[src/rtl/skid_register_if.sv]
// Handshake bundle for skid_register: producer side (in_*), reader side (out_*)
// and the occupancy count. The register itself attaches through the slave modport.
interface skid_register_if #(
    parameter int N = 4
);
    logic         in_valid;
    logic         in_ready;
    logic [N-1:0] in_data;
    logic         out_valid;
    logic         out_ready;
    logic [N-1:0] out_data;
    logic [1:0]   level;

    modport slave (
        input  in_valid,
        input  in_data,
        input  out_ready,
        output in_ready,
        output out_valid,
        output out_data,
        output level
    );

    modport master (
        output in_valid,
        output in_data,
        output out_ready,
        input  in_ready,
        input  out_valid,
        input  out_data,
        input  level
    );
endinterface

[src/rtl/skid_register.sv]
// Two-entry pipeline register with valid/ready on both sides. in_ready comes
// straight from a flop, so no combinational path runs from out_ready to in_ready.
module skid_register #(
    parameter int           N           = 4,
    parameter logic [N-1:0] RESET_VALUE = '0
) (
    input  logic           clock,
    input  logic           reset,
    skid_register_if.slave bus
);
    typedef enum logic [1:0] {
        EMPTY = 2'b00,
        FULL1 = 2'b01,
        FULL2 = 2'b10
    } state_t;

    // State together with the outputs it decodes to, so every output is a flop.
    typedef struct packed {
        state_t     state;
        logic       out_valid;
        logic       in_ready;
        logic [1:0] level;
    } fsm_t;

    function automatic fsm_t decode(input state_t s);
        fsm_t f;
        f.state     = s;
        f.out_valid = 1'b0;
        f.in_ready  = 1'b1;
        f.level     = 2'd0;
        case (s)
            FULL1: begin
                f.out_valid = 1'b1;
                f.in_ready  = 1'b1;
                f.level     = 2'd1;
            end
            FULL2: begin
                f.out_valid = 1'b1;
                f.in_ready  = 1'b0;
                f.level     = 2'd2;
            end
            default: begin
                f.state     = EMPTY;
                f.out_valid = 1'b0;
                f.in_ready  = 1'b1;
                f.level     = 2'd0;
            end
        endcase
        return f;
    endfunction

    fsm_t         fsm_reg;
    logic [N-1:0] main_reg;
    logic [N-1:0] skid_reg;
    logic         in_fire;
    logic         out_fire;

    assign in_fire  = bus.in_valid & fsm_reg.in_ready;
    assign out_fire = bus.out_ready & fsm_reg.out_valid;

    always_ff @(posedge clock) begin
        if (reset) begin
            fsm_reg  <= decode(EMPTY);
            main_reg <= RESET_VALUE;
            skid_reg <= RESET_VALUE;
        end else begin
            case (fsm_reg.state)
                EMPTY: begin
                    if (in_fire) begin
                        main_reg <= bus.in_data;
                        fsm_reg  <= decode(FULL1);
                    end
                end
                FULL1: begin
                    if (in_fire && out_fire) begin
                        main_reg <= bus.in_data;
                    end else if (in_fire) begin
                        // Reader stalled: park the newer word behind main.
                        skid_reg <= bus.in_data;
                        fsm_reg  <= decode(FULL2);
                    end else if (out_fire) begin
                        fsm_reg  <= decode(EMPTY);
                    end
                end
                FULL2: begin
                    if (out_fire) begin
                        main_reg <= skid_reg;
                        fsm_reg  <= decode(FULL1);
                    end
                end
                default: begin
                    fsm_reg <= decode(EMPTY);
                end
            endcase
        end
    end

    assign bus.in_ready  = fsm_reg.in_ready;
    assign bus.out_valid = fsm_reg.out_valid;
    assign bus.out_data  = main_reg;
    assign bus.level     = fsm_reg.level;
endmodule
[src/flat_wrapper.sv]
// flat-port wrapper written by rule: the top's interface ports become plain ports
module skid_register_flat 
#(
    parameter int           N           = 4,
    parameter logic [N-1:0] RESET_VALUE = '0
)
  (clock, reset, bus_in_valid, bus_in_data, bus_out_ready, bus_in_ready, bus_out_valid, bus_out_data, bus_level);
  skid_register_if #(.N(N)) bus_i ();
  input  logic clock;
  input  logic reset;
  input wire logic [$bits(bus_i.in_valid)-1:0] bus_in_valid;
  input wire logic [$bits(bus_i.in_data)-1:0] bus_in_data;
  input wire logic [$bits(bus_i.out_ready)-1:0] bus_out_ready;
  output wire logic [$bits(bus_i.in_ready)-1:0] bus_in_ready;
  output wire logic [$bits(bus_i.out_valid)-1:0] bus_out_valid;
  output wire logic [$bits(bus_i.out_data)-1:0] bus_out_data;
  output wire logic [$bits(bus_i.level)-1:0] bus_level;
  assign bus_i.in_valid = bus_in_valid;
  assign bus_i.in_data = bus_in_data;
  assign bus_i.out_ready = bus_out_ready;
  assign bus_in_ready = bus_i.in_ready;
  assign bus_out_valid = bus_i.out_valid;
  assign bus_out_data = bus_i.out_data;
  assign bus_level = bus_i.level;
  skid_register #(.N(N), .RESET_VALUE(RESET_VALUE)) u_core (.clock(clock), .reset(reset), .bus(bus_i));
endmodule
[config.mk]
export PLATFORM = sky130hd
export DESIGN_NAME = skid_register_flat
export DESIGN_NICKNAME = d
export VERILOG_FILES = /design/src/rtl/skid_register_if.sv /design/src/rtl/skid_register.sv /design/src/flat_wrapper.sv
export SDC_FILE = /design/constraint.sdc
export NUM_CORES = 1
export LEC_CHECK = 0
export BUFFER_PORTS_ARGS = -buffer_cell sky130_fd_sc_hd__buf_2
export CORE_AREA = 5 5 42 44
export CTS_BUF_LIST = sky130_fd_sc_hd__clkbuf_8
export DETAILED_ROUTE_END_ITERATION = 12
export DIE_AREA = 0 0 47 49
export PLACE_DENSITY = 0.78
export RECOVER_POWER = 50
export SYNTH_ARGS = -nofsm -noshare
export SYNTH_HDL_FRONTEND = slang
export SYNTH_SLANG_ARGS = --single-unit
[constraint.sdc]
create_clock -name clock -period 3.4 [get_ports clock]
set_input_delay 0.17 -clock clock [delete_from_list [all_inputs] [get_ports clock]]
set_output_delay 0.17 -clock clock [all_outputs]
set_load 0.01 [all_outputs]
==> results of run 1 <==
stage by stage:
step | utilization | total power (W) | instances
global placement | 0.4598 | 0.0002344 | 90
CTS | 0.4991 | 0.0003925 | 94
floorplan | - | 0.0002154 | 62
finish | 0.4920 | 0.0003849 | 94
global route | 0.4920 | 0.0004075 | 94
detailed placement | 0.4598 | 0.0002356 | 90
synthesized netlist by cell type (all sizes together):
library cell	n	share of area
nand3	2	0.018
a311oi	4	0.062
inv	4	0.026
clkbuf	2	0.013
and2b	1	0.013
o22a	1	0.015
a31oi	1	0.011
nand2b	3	0.037
mux2i	4	0.070
mux2	4	0.079
nand2	3	0.020
nor2	5	0.033
nand4	2	0.033
dfxtp	12	0.42
a21oi	8	0.070
a21o	1	0.013
buf	1	0.020
nand3b	1	0.013
o21ai	2	0.018
or2	1	0.011
final cells by class:
type / instances / area, um2 / area share
multi-input combinational: 43 / 294.0 / 0.4265
sequential: 12 / 240.2 / 0.3485
timing repair buffer: 15 / 65.06 / 0.09437
clock buffer: 4 / 55.05 / 0.07985
tap: 16 / 20.02 / 0.02904
inverter: 4 / 15.01 / 0.02178
how the worst max path moves through the flow:
stage | depth (start not counted) | to | slack (ps) | start
3_3_place_gp | 4 | u_core.bus.out_data[2]$_SDFFE_PP0P_ | 2020 | u_core.bus.level[1]$_SDFFE_PP0P_
3_5_place_dp | 4 | u_core.bus.out_data[1]$_SDFFE_PP0P_ | 2010 | u_core.bus.level[1]$_SDFFE_PP0P_
5_1_grt | 4 | u_core.bus.out_data[2]$_SDFFE_PP0P_ | 1750 | u_core.bus.level[1]$_SDFFE_PP0P_
2_1_floorplan | 5 | u_core.bus.out_data[0]$_SDFFE_PP0P_ | 2150 | u_core.bus.level[1]$_SDFFE_PP0P_
6_report | 4 | u_core.bus.out_data[1]$_SDFFE_PP0P_ | 1940 | u_core.bus.level[1]$_SDFFE_PP0P_
4_1_cts | 4 | u_core.bus.out_data[1]$_SDFFE_PP0P_ | 1950 | u_core.bus.level[1]$_SDFFE_PP0P_
layer usage:
metal	part of all wire	global-route usage
met1	0.44	0.1581
met2	0.42	0.1538
met3	0.087	0.04797
met4	0.047	0.08295
met5	0	0
cell families after synthesis:
| logic type | Yosys count | share of synthesized area |
|---|---|---|
| AO/OA/AOI/OAI | 17 | 0.1894 |
| buffers and inverters | 7 | 0.05947 |
| multiplexers | 8 | 0.1498 |
| AND/OR/NAND/NOR | 18 | 0.1784 |
| flip-flops | 12 | 0.4229 |
critical path, delay by kind of cell, from the launching register on:
family	cells	cell delay (ps)
AO/OA/AOI/OAI	3	710
flip-flops	1	450
AND/OR/NAND/NOR	1	200
report_power, final:
part	switching (W)	leakage (nW)	internal (W)
clock	0.0000519	0.0288	0.000102
combinational	0.0000362	0.163	0.0000291
sequential	0.0000111	0.0986	0.000154
==> results_dict.tcl, run 1 <==
set metrics [dict create \
    run_status "finished, final reports clean" \
    grt-ovfl-total 0 \
    max-vdd-ir-drop_mv 0.2985 \
    fin_hold_ws_ps 176.8 \
    design.die.area_um2 2303 \
    hold_viol 0 \
    syn_area_um2 568.0 \
    grt_pass1_wl_um 1980 \
    synth_cells 62 \
    crit_fanout 9 \
    nets 87 \
    wl_per_cell_um 12.24 \
    power_leakage_nw 0.2899 \
    drc 0 \
    clock_path_buffers 2 \
    worstHoldStart "bus_in_data[2]" \
    fillers 154 \
    whs_endpoint "u_core.skid_reg[2]$_SDFFE_PP0P_" \
    preCtsSetupSlack_ps 2010 \
    drv_cap 0 \
    worstReg2RegStart "u_core.bus.level[1]$_SDFFE_PP0P_" \
    dieWidth_um 47 \
    yosysSeqAreaShare 0.4229 \
    cts_root_buf "clkbuf_8" \
    design_area_um2 689.4 \
    min_path_cells 3 \
    crit_path_max_incr_delay_ps 450 \
    worstMarginPinSlew_ps 289.6 \
    setup_violations 0 \
    io_buffers 15 \
    path_cells "nand3b_1 -> o22a_1 -> a21oi_1 -> a311oi_1" \
    placed_area_um2 644.4 \
    routed_wl_um 1151 \
    reg2reg_depth 4 \
    worstSetupStartpointType "flip-flop" \
    ctsResizeCount 0 \
    crit_type "flip-flop to flip-flop" \
    rows 14 \
    viasPerCell 5.404 \
    end_kind "flip-flop" \
    drv_slew 0 \
    grt_max_degree 13 \
    reg2reg_setup_slack_ps 1940 \
    cts_setup_buffers 0 \
    worstReg2RegEnd "u_core.bus.out_data[1]$_SDFFE_PP0P_" \
    relSlewSlack 0.8069 \
    hp-class "primary input to flip-flop" \
    crit_required_ps 3550 \
    antenna_found_initial 0 \
    timing.setup.tns_ps 0 \
    antenna_cells 0 \
    fmax_mhz 685.4 \
    initial_core_util 0.4054 \
    fin_ws_ps 1941 \
    cts_hold_buf 0 \
    ys_ff_latch 12 \
    ctsHtreeMaxLevel 1 \
    detail_route.iter0.violations 10 \
    grtUsageTotal 0.1202 \
    crit_slowest_cell "dfxtp_1" \
    period_needed_ps 1459 \
    grt_pass1_vias 450 \
    ant_nets 0 \
    synth.distinct_cells 22 \
    cts_made_buffers 3 \
    place_hpwl_um 824.7 \
    syn-num-nets 70 \
    core_area_um2 1401 \
    ioPinCount 16 \
    ys.warnings.count 0 \
    fp.dieH_um 49 \
    layout-drive-gt1-share 0.2179 \
    skew_ps 1.535 \
    dr.pass1.iters 3 \
    final_cell_mix "12 x dfxtp_1, 8 x a21oi_1, 8 x clkbuf_1" \
    p_per_area_nw_per_um2 558.3 \
    synthToLayoutAreaGrowth_pct 21.37 \
    layout_commonest_cell "dfxtp_1" \
    place_congestion 0.8147 \
    numClockSinks 12 \
    tritoncts "yes" \
    clock_latency_ps 240 \
    avgSynthCellArea_um2 9.162 \
    clk_pin_slew_worst_paths_ps 50 \
    period_share 0.4291 \
    cp_data_arrival_time_ps 1610 \
    rsz0062_at_grt "no" \
    via_count 508 \
]
(Power assumes the default switching activity.)
==> inputs of run 2 (changes only) <==
- ABC_AREA: not set -> 1
- PLACE_DENSITY: 0.78 -> 0.83
- clock period: 3.4 -> 1.2 ns (I/O delays scaled with it)
==> run 2 against run 1 <==
Utilization is 4.1 points higher. Via count is 16% higher. Cell count is 27% higher. Critical path type unchanged. Largest cell class unchanged.
==> results_dict.tcl, run 2 <==
set metrics [dict create \
    io_buffers 15 \
    highest_layer "met4" \
    path_cells "nand2_2 -> o21ai_0 -> a21oi_1 -> nor2_1" \
    ys_ff_latch 12 \
    crit_slowest_cell "dfxtp_1" \
    cp_data_arrival_time_ps 1290 \
    placed_area_um2 691.9 \
    detail_route.iter0.violations 11 \
    max-vdd-ir-drop_mv 1.137 \
    final_cells 119 \
    startpoint "u_core.bus.level[1]$_SDFFE_PP0P_" \
    run_status "finished, final reports clean" \
    synthFlopType "dfxtp_1" \
    syn_area_um2 596.8 \
    internal_power_w 0.0009707 \
    grtUsageTotal 0.1241 \
    rows 14 \
    setup_violations 0 \
    cts_root_buf "clkbuf_8" \
    yosysSeqAreaShare 0.4025 \
    finalCoreUtilization 0.5330 \
    synth_area_leaders "dfxtp_1 40%, nand2_1 12%, a21oi_1 9.2%" \
    worstReg2RegEnd "u_core.bus.out_data[1]$_SDFFE_PP0P_" \
    hold_viol 0 \
    clock_path_buffers 2 \
    power_leakage_nw 0.3343 \
    wl_met1_um 551 \
    antenna_found_initial 0 \
    worstHoldStart "reset" \
    synth.distinct_cells 15 \
    design_area_um2 747.0 \
    timing.setup.tns_ps 0 \
    crit_buf_inv 0 \
    min_path_cells 2 \
    viasPerCell 4.966 \
    p_seq_frac 0.369 \
    nets 113 \
    async_flop_share 0 \
    fmax_mhz 888.1 \
    dp.cells 116 \
    p_per_area_nw_per_um2 2145 \
    design.die.area_um2 2303 \
    synth_area_leader_cell "dfxtp_1" \
    reg2reg_setup_slack_ps 70 \
    period_needed_ps 1126 \
    synth_cells 85 \
    worstSetupStartpointType "flip-flop" \
    ys.warnings.count 0 \
    wl_met3_um 56 \
    hp-class "primary input to flip-flop" \
    grt-ovfl-total 0 \
    syn-num-nets 93 \
    cts_hold_buf 0 \
    clock_latency_ps 230 \
    tritoncts "yes" \
    drv_slew 0 \
    numClockSinks 12 \
    synthToLayoutAreaGrowth_pct 25.16 \
    ioPinCount 16 \
    relSlewSlack 0.8122 \
    dr.pass1.iters 4 \
    period_share 0.9384 \
    core_area_um2 1401 \
    fp.dieH_um 49 \
    p_sw_w 0.0006317 \
    via_count 591 \
    reg2reg_depth 4 \
    skew_ps 2.472 \
    layout_commonest_cell "nand2_1" \
    ctsResizeCount 0 \
    layout-drive-gt1-share 0.2621 \
    worstReg2RegStart "u_core.bus.level[1]$_SDFFE_PP0P_" \
    preCtsSetupSlack_ps 80.54 \
    worstMarginPinSlew_ps 281.3 \
    end_kind "flip-flop" \
    place_congestion 0.8025 \
    synth.top_cell.area_share 0.4025 \
    cpLargestDelayFamily "flip-flops" \
    drc 0 \
    crit_type "flip-flop to flip-flop" \
    cts_setup_buffers 0 \
    routed_wl_um 1308 \
    cts_made_buffers 3 \
    dieWidth_um 47 \
    synth_edf_count 0 \
    p_clk_frac 0.216 \
    place_hpwl_um 955.7 \
    netlist_top_cells_count "19 x nand2_1, 12 x dfxtp_1, 11 x a21oi_1" \
    avgSynthCellArea_um2 7.021 \
    drv_cap 0 \
    wl_per_cell_um 10.99 \
    wl_met2_um 676 \
    grt_pass1_vias 494 \
    crit_cells 4 \
    crit_required_ps 1370 \
    initial_core_util 0.4259 \
    rsz0062_at_grt "no" \
    ctsHtreeMaxLevel 1 \
    crit_path_max_incr_delay_ps 480 \
    fin_ws_ps 73.94 \
    grt_pass1_wl_um 2139 \
    ant_nets 0 \
    combPwrFrac 0.415 \
    whs_endpoint "u_core.bus.level[0]$_SDFFE_PP0P_" \
    final_cell_mix "18 x nand2_1, 11 x dfxtp_1, 10 x inv_1, 10 x a21oi_1, 8 x buf_2" \
    crit_fanout 8 \
    synth.most_common_cell "nand2_1" \
    power_switching_share 0.3942 \
    clk_pin_slew_worst_paths_ps 50 \
    grt_max_degree 11 \
    antenna_cells 0 \
]
-- run 2: cells by family (layout without fill, tap and decap cells) --
kind of cell	Yosys count	in the layout	share of synthesized area
compound gates	20	20	0.1677
buf+inv	15	33	0.09433
flops	12	12	0.4025
simple gates	38	38	0.3354
-- run 2: worst register-to-register path: cells and delay by family, from the launching register on --
kind	cells	cell delay (ps)
simple gates	2	260
flops	1	480
compound gates	2	320
-- run 2: worst max-delay path by stage --
| stage | to | slack (ps) |
|---|---|---|
| after floorplan | u_core.skid_reg[0]$_SDFFE_PP0P_ | 130 |
| after global placement | u_core.skid_reg[2]$_SDFFE_PP0P_ | 120 |
| after detailed placement | u_core.skid_reg[2]$_SDFFE_PP0P_ | 80 |
| after CTS | u_core.skid_reg[2]$_SDFFE_PP0P_ | 50 |
| after global routing | u_core.bus.out_data[2]$_SDFFE_PP0P_ | 10 |
| final | u_core.bus.out_data[1]$_SDFFE_PP0P_ | 70 |
-- run 2: final cells by class --
class / count / area (um2)
flip-flops and latches: 12 / 241.5
clock buffers: 3 / 41.29
multi-input cells: 58 / 321.6
inverters: 15 / 56.30
fillers: 143 / 654.4
repair buffers: 15 / 66.31
well taps: 16 / 20.02
-- run 2: power groups by stage --
stage	Clock (W)	Sequential, W	Combinational [W]
after global routing	0.000380	0.000609	0.000748
after CTS	0.000356	0.000583	0.000655
after detailed placement	0	0.000590	0.000650
final	0.000346	0.000591	0.000666
after global placement	0	0.000585	0.000635
after floorplan	0	0.000631	0.000430
-- run 2: metrics by stage --
step,power [W],hold slack [ps]
after floorplan,0.001061,129.1
after global placement,0.001220,254.6
after detailed placement,0.001240,258.9
after CTS,0.001594,12.74
after global routing,0.001737,19.90
final,0.001602,13.30
-- run 2: layer usage --
metal  vias to the layer above  global-route usage
met3                         6             0.03321
met1                       263              0.1551
met2                        11              0.1991
met5                         -                   0
met4                         0             0.04147
li1                        311                   -
==> inputs of run 3 (changes only) <==
- ABC_AREA: 1 -> not set
- PLACE_DENSITY: 0.83 -> 0.81
==> run 3 against run 2 <==
Routed wire length unchanged. Register-to-register slack got worse by 40 ps. Fmax decreased by 3.8%. Critical path type unchanged. Critical path depth unchanged. Critical endpoint unchanged. First-iteration DRC count decreased by 55%.
==> results_dict.tcl, run 3 (synthesis gave the netlist of run 1 again) <==
set metrics [dict create \
    run_status "finished, final reports clean" \
    preCtsSetupSlack_ps -67.57 \
    fmax_mhz 854.3 \
    drv_cap 0 \
    max-vdd-ir-drop_mv 0.7272 \
    layout_commonest_cell "buf_2" \
    wl_per_cell_um 13.48 \
    fp.dieH_um 49 \
    final_cell_mix "11 x buf_2, 8 x dfxtp_1, 6 x a21oi_1" \
    detail_route.iter0.violations 5 \
    ff_latch_area_um2 250.2 \
    rows 14 \
    use_met2 0.1991 \
    antenna_found_initial 0 \
    grt_pass1_wl_um 2125 \
    design.die.area_um2 2303 \
    io_buffers 15 \
    place_hpwl_um 935.6 \
    ctsHtreeMaxLevel 1 \
    tritoncts "yes" \
    layout-drive-gt1-share 0.4444 \
    via_count 529 \
    relSlewSlack 0.8480 \
    top_usage_layer "met2" \
    grtUsageMet1 0.1533 \
    fin_ws_ps 29.39 \
    skew_ps 1.864 \
    end_kind "flip-flop" \
    drv_slew 0 \
    power_leakage_nw 0.3301 \
    dieWidth_um 47 \
    hp-class "primary input to flip-flop" \
    antenna_cells 0 \
    cp_data_arrival_time_ps 1280 \
    worstSetupStartpointType "flip-flop" \
    clk_pin_slew_worst_paths_ps 50 \
    p_per_area_nw_per_um2 1382 \
    grt_max_degree 13 \
    setup_violations 0 \
    routed_wl_um 1308 \
    dr.pass1.iters 4 \
    period_share 0.9755 \
    grt-ovfl-total 0 \
    numClockSinks 12 \
    worstMarginPinSlew_ps 228.0 \
    nets 91 \
    design_area_um2 773.2 \
    cts_hold_buf 0 \
    cts_root_buf "clkbuf_8" \
    crit_fanout 6 \
    ant_nets 0 \
    cts_made_buffers 3 \
    core_area_um2 1401 \
    drc 0 \
    crit_type "flip-flop to flip-flop" \
    timing.setup.tns_ps 0 \
    period_needed_ps 1171 \
    placed_area_um2 684.4 \
    hold_viol 0 \
    grt_pass1_vias 507 \
    rsz0062_at_grt "yes" \
    clock_latency_ps 240 \
    clock_path_buffers 2 \
    synthToLayoutAreaGrowth_pct 36.12 \
    viasPerCell 5.454 \
    initial_core_util 0.4054 \
    grtUsageTotal 0.1258 \
    ioPinCount 16 \
    fillers 132 \
    place_congestion 0.8819 \
    multiInputGateArea_um2 346.6 \
    grt_use_met3 0.03321 \
    crit_required_ps 1310 \
]
[run 3: changes by cell type in the layout (fill, tap and decap cells not counted), sizes merged, moves of 2 or more]
cell,before,now
nand4,0,2
mux2,0,4
buf,8,15
nand3,10,2
a21oi,11,8
a311oi,0,4
clkbuf,10,7
mux2i,0,4
nand2,22,3
o21ai,9,2
nand2b,0,3
inv,14,4
[run 3: where the power goes]
group          switching (W)  internal [W]
logic               0.000129      0.000120
clock network       0.000133      0.000220
registers          0.0000284      0.000439
[run 3: critical path, stage by stage, from the launching register on]
cell and delay, ps:
dfxtp_2 330, nand2b_4 170, mux2_2 360, a21oi_2 120, a311oi_2 60
[run 3: timing repair]
| item | in CTS | in global routing |
|---|---|---|
| resized for setup | 2 | 11 |
| buffers inserted | 0 | 0 |
| pin swaps | 0 | 1 |
| endpoints found under the setup margin | 4 | 8 |
[run 3: per-stage QoR]
stage          hold slack [ps]  cells  utilization  power [W]
2_1_floorplan            132.1     62            -  0.0006168
3_3_place_gp             309.3     94       0.4884  0.0006864
3_5_place_dp             318.8     94       0.4884  0.0006934
4_1_cts                  74.87     97       0.5205   0.001047
5_1_grt                  108.6     97       0.5518   0.001133
6_report                 69.16     97       0.5518   0.001069
[run 3: area by class of cell]
cell class                      count  area share
Multi-Input combinational cell     43      0.4482
Sequential cell                    12      0.3236
Timing Repair Buffer               19      0.1294
Clock buffer                        3     0.05340
Tap cell                           16     0.02589
Inverter                            4     0.01942
[run 3: worst paths after layout]
check | slack, ps | cells past startpoint | end | startpoint
setup reg to reg | 30 | 4 | u_core.bus.out_data[1]$_SDFFE_PP0P_ | u_core.bus.level[0]$_SDFFE_PP0P_
setup / recovery | 30 | 4 | u_core.bus.out_data[1]$_SDFFE_PP0P_ | u_core.bus.level[0]$_SDFFE_PP0P_
hold reg to reg | 470 | 2 | u_core.bus.out_data[0]$_SDFFE_PP0P_ | u_core.bus.out_data[0]$_SDFFE_PP0P_
hold / removal | 70 | 3 | u_core.skid_reg[0]$_SDFFE_PP0P_ | bus_in_data[0]
[run 3: per-layer routing]
metal	vias up	share of wire
met5	-	0
met2	17	0.51
li1	260	-
met1	249	0.41
met4	0	0.016
met3	3	0.070
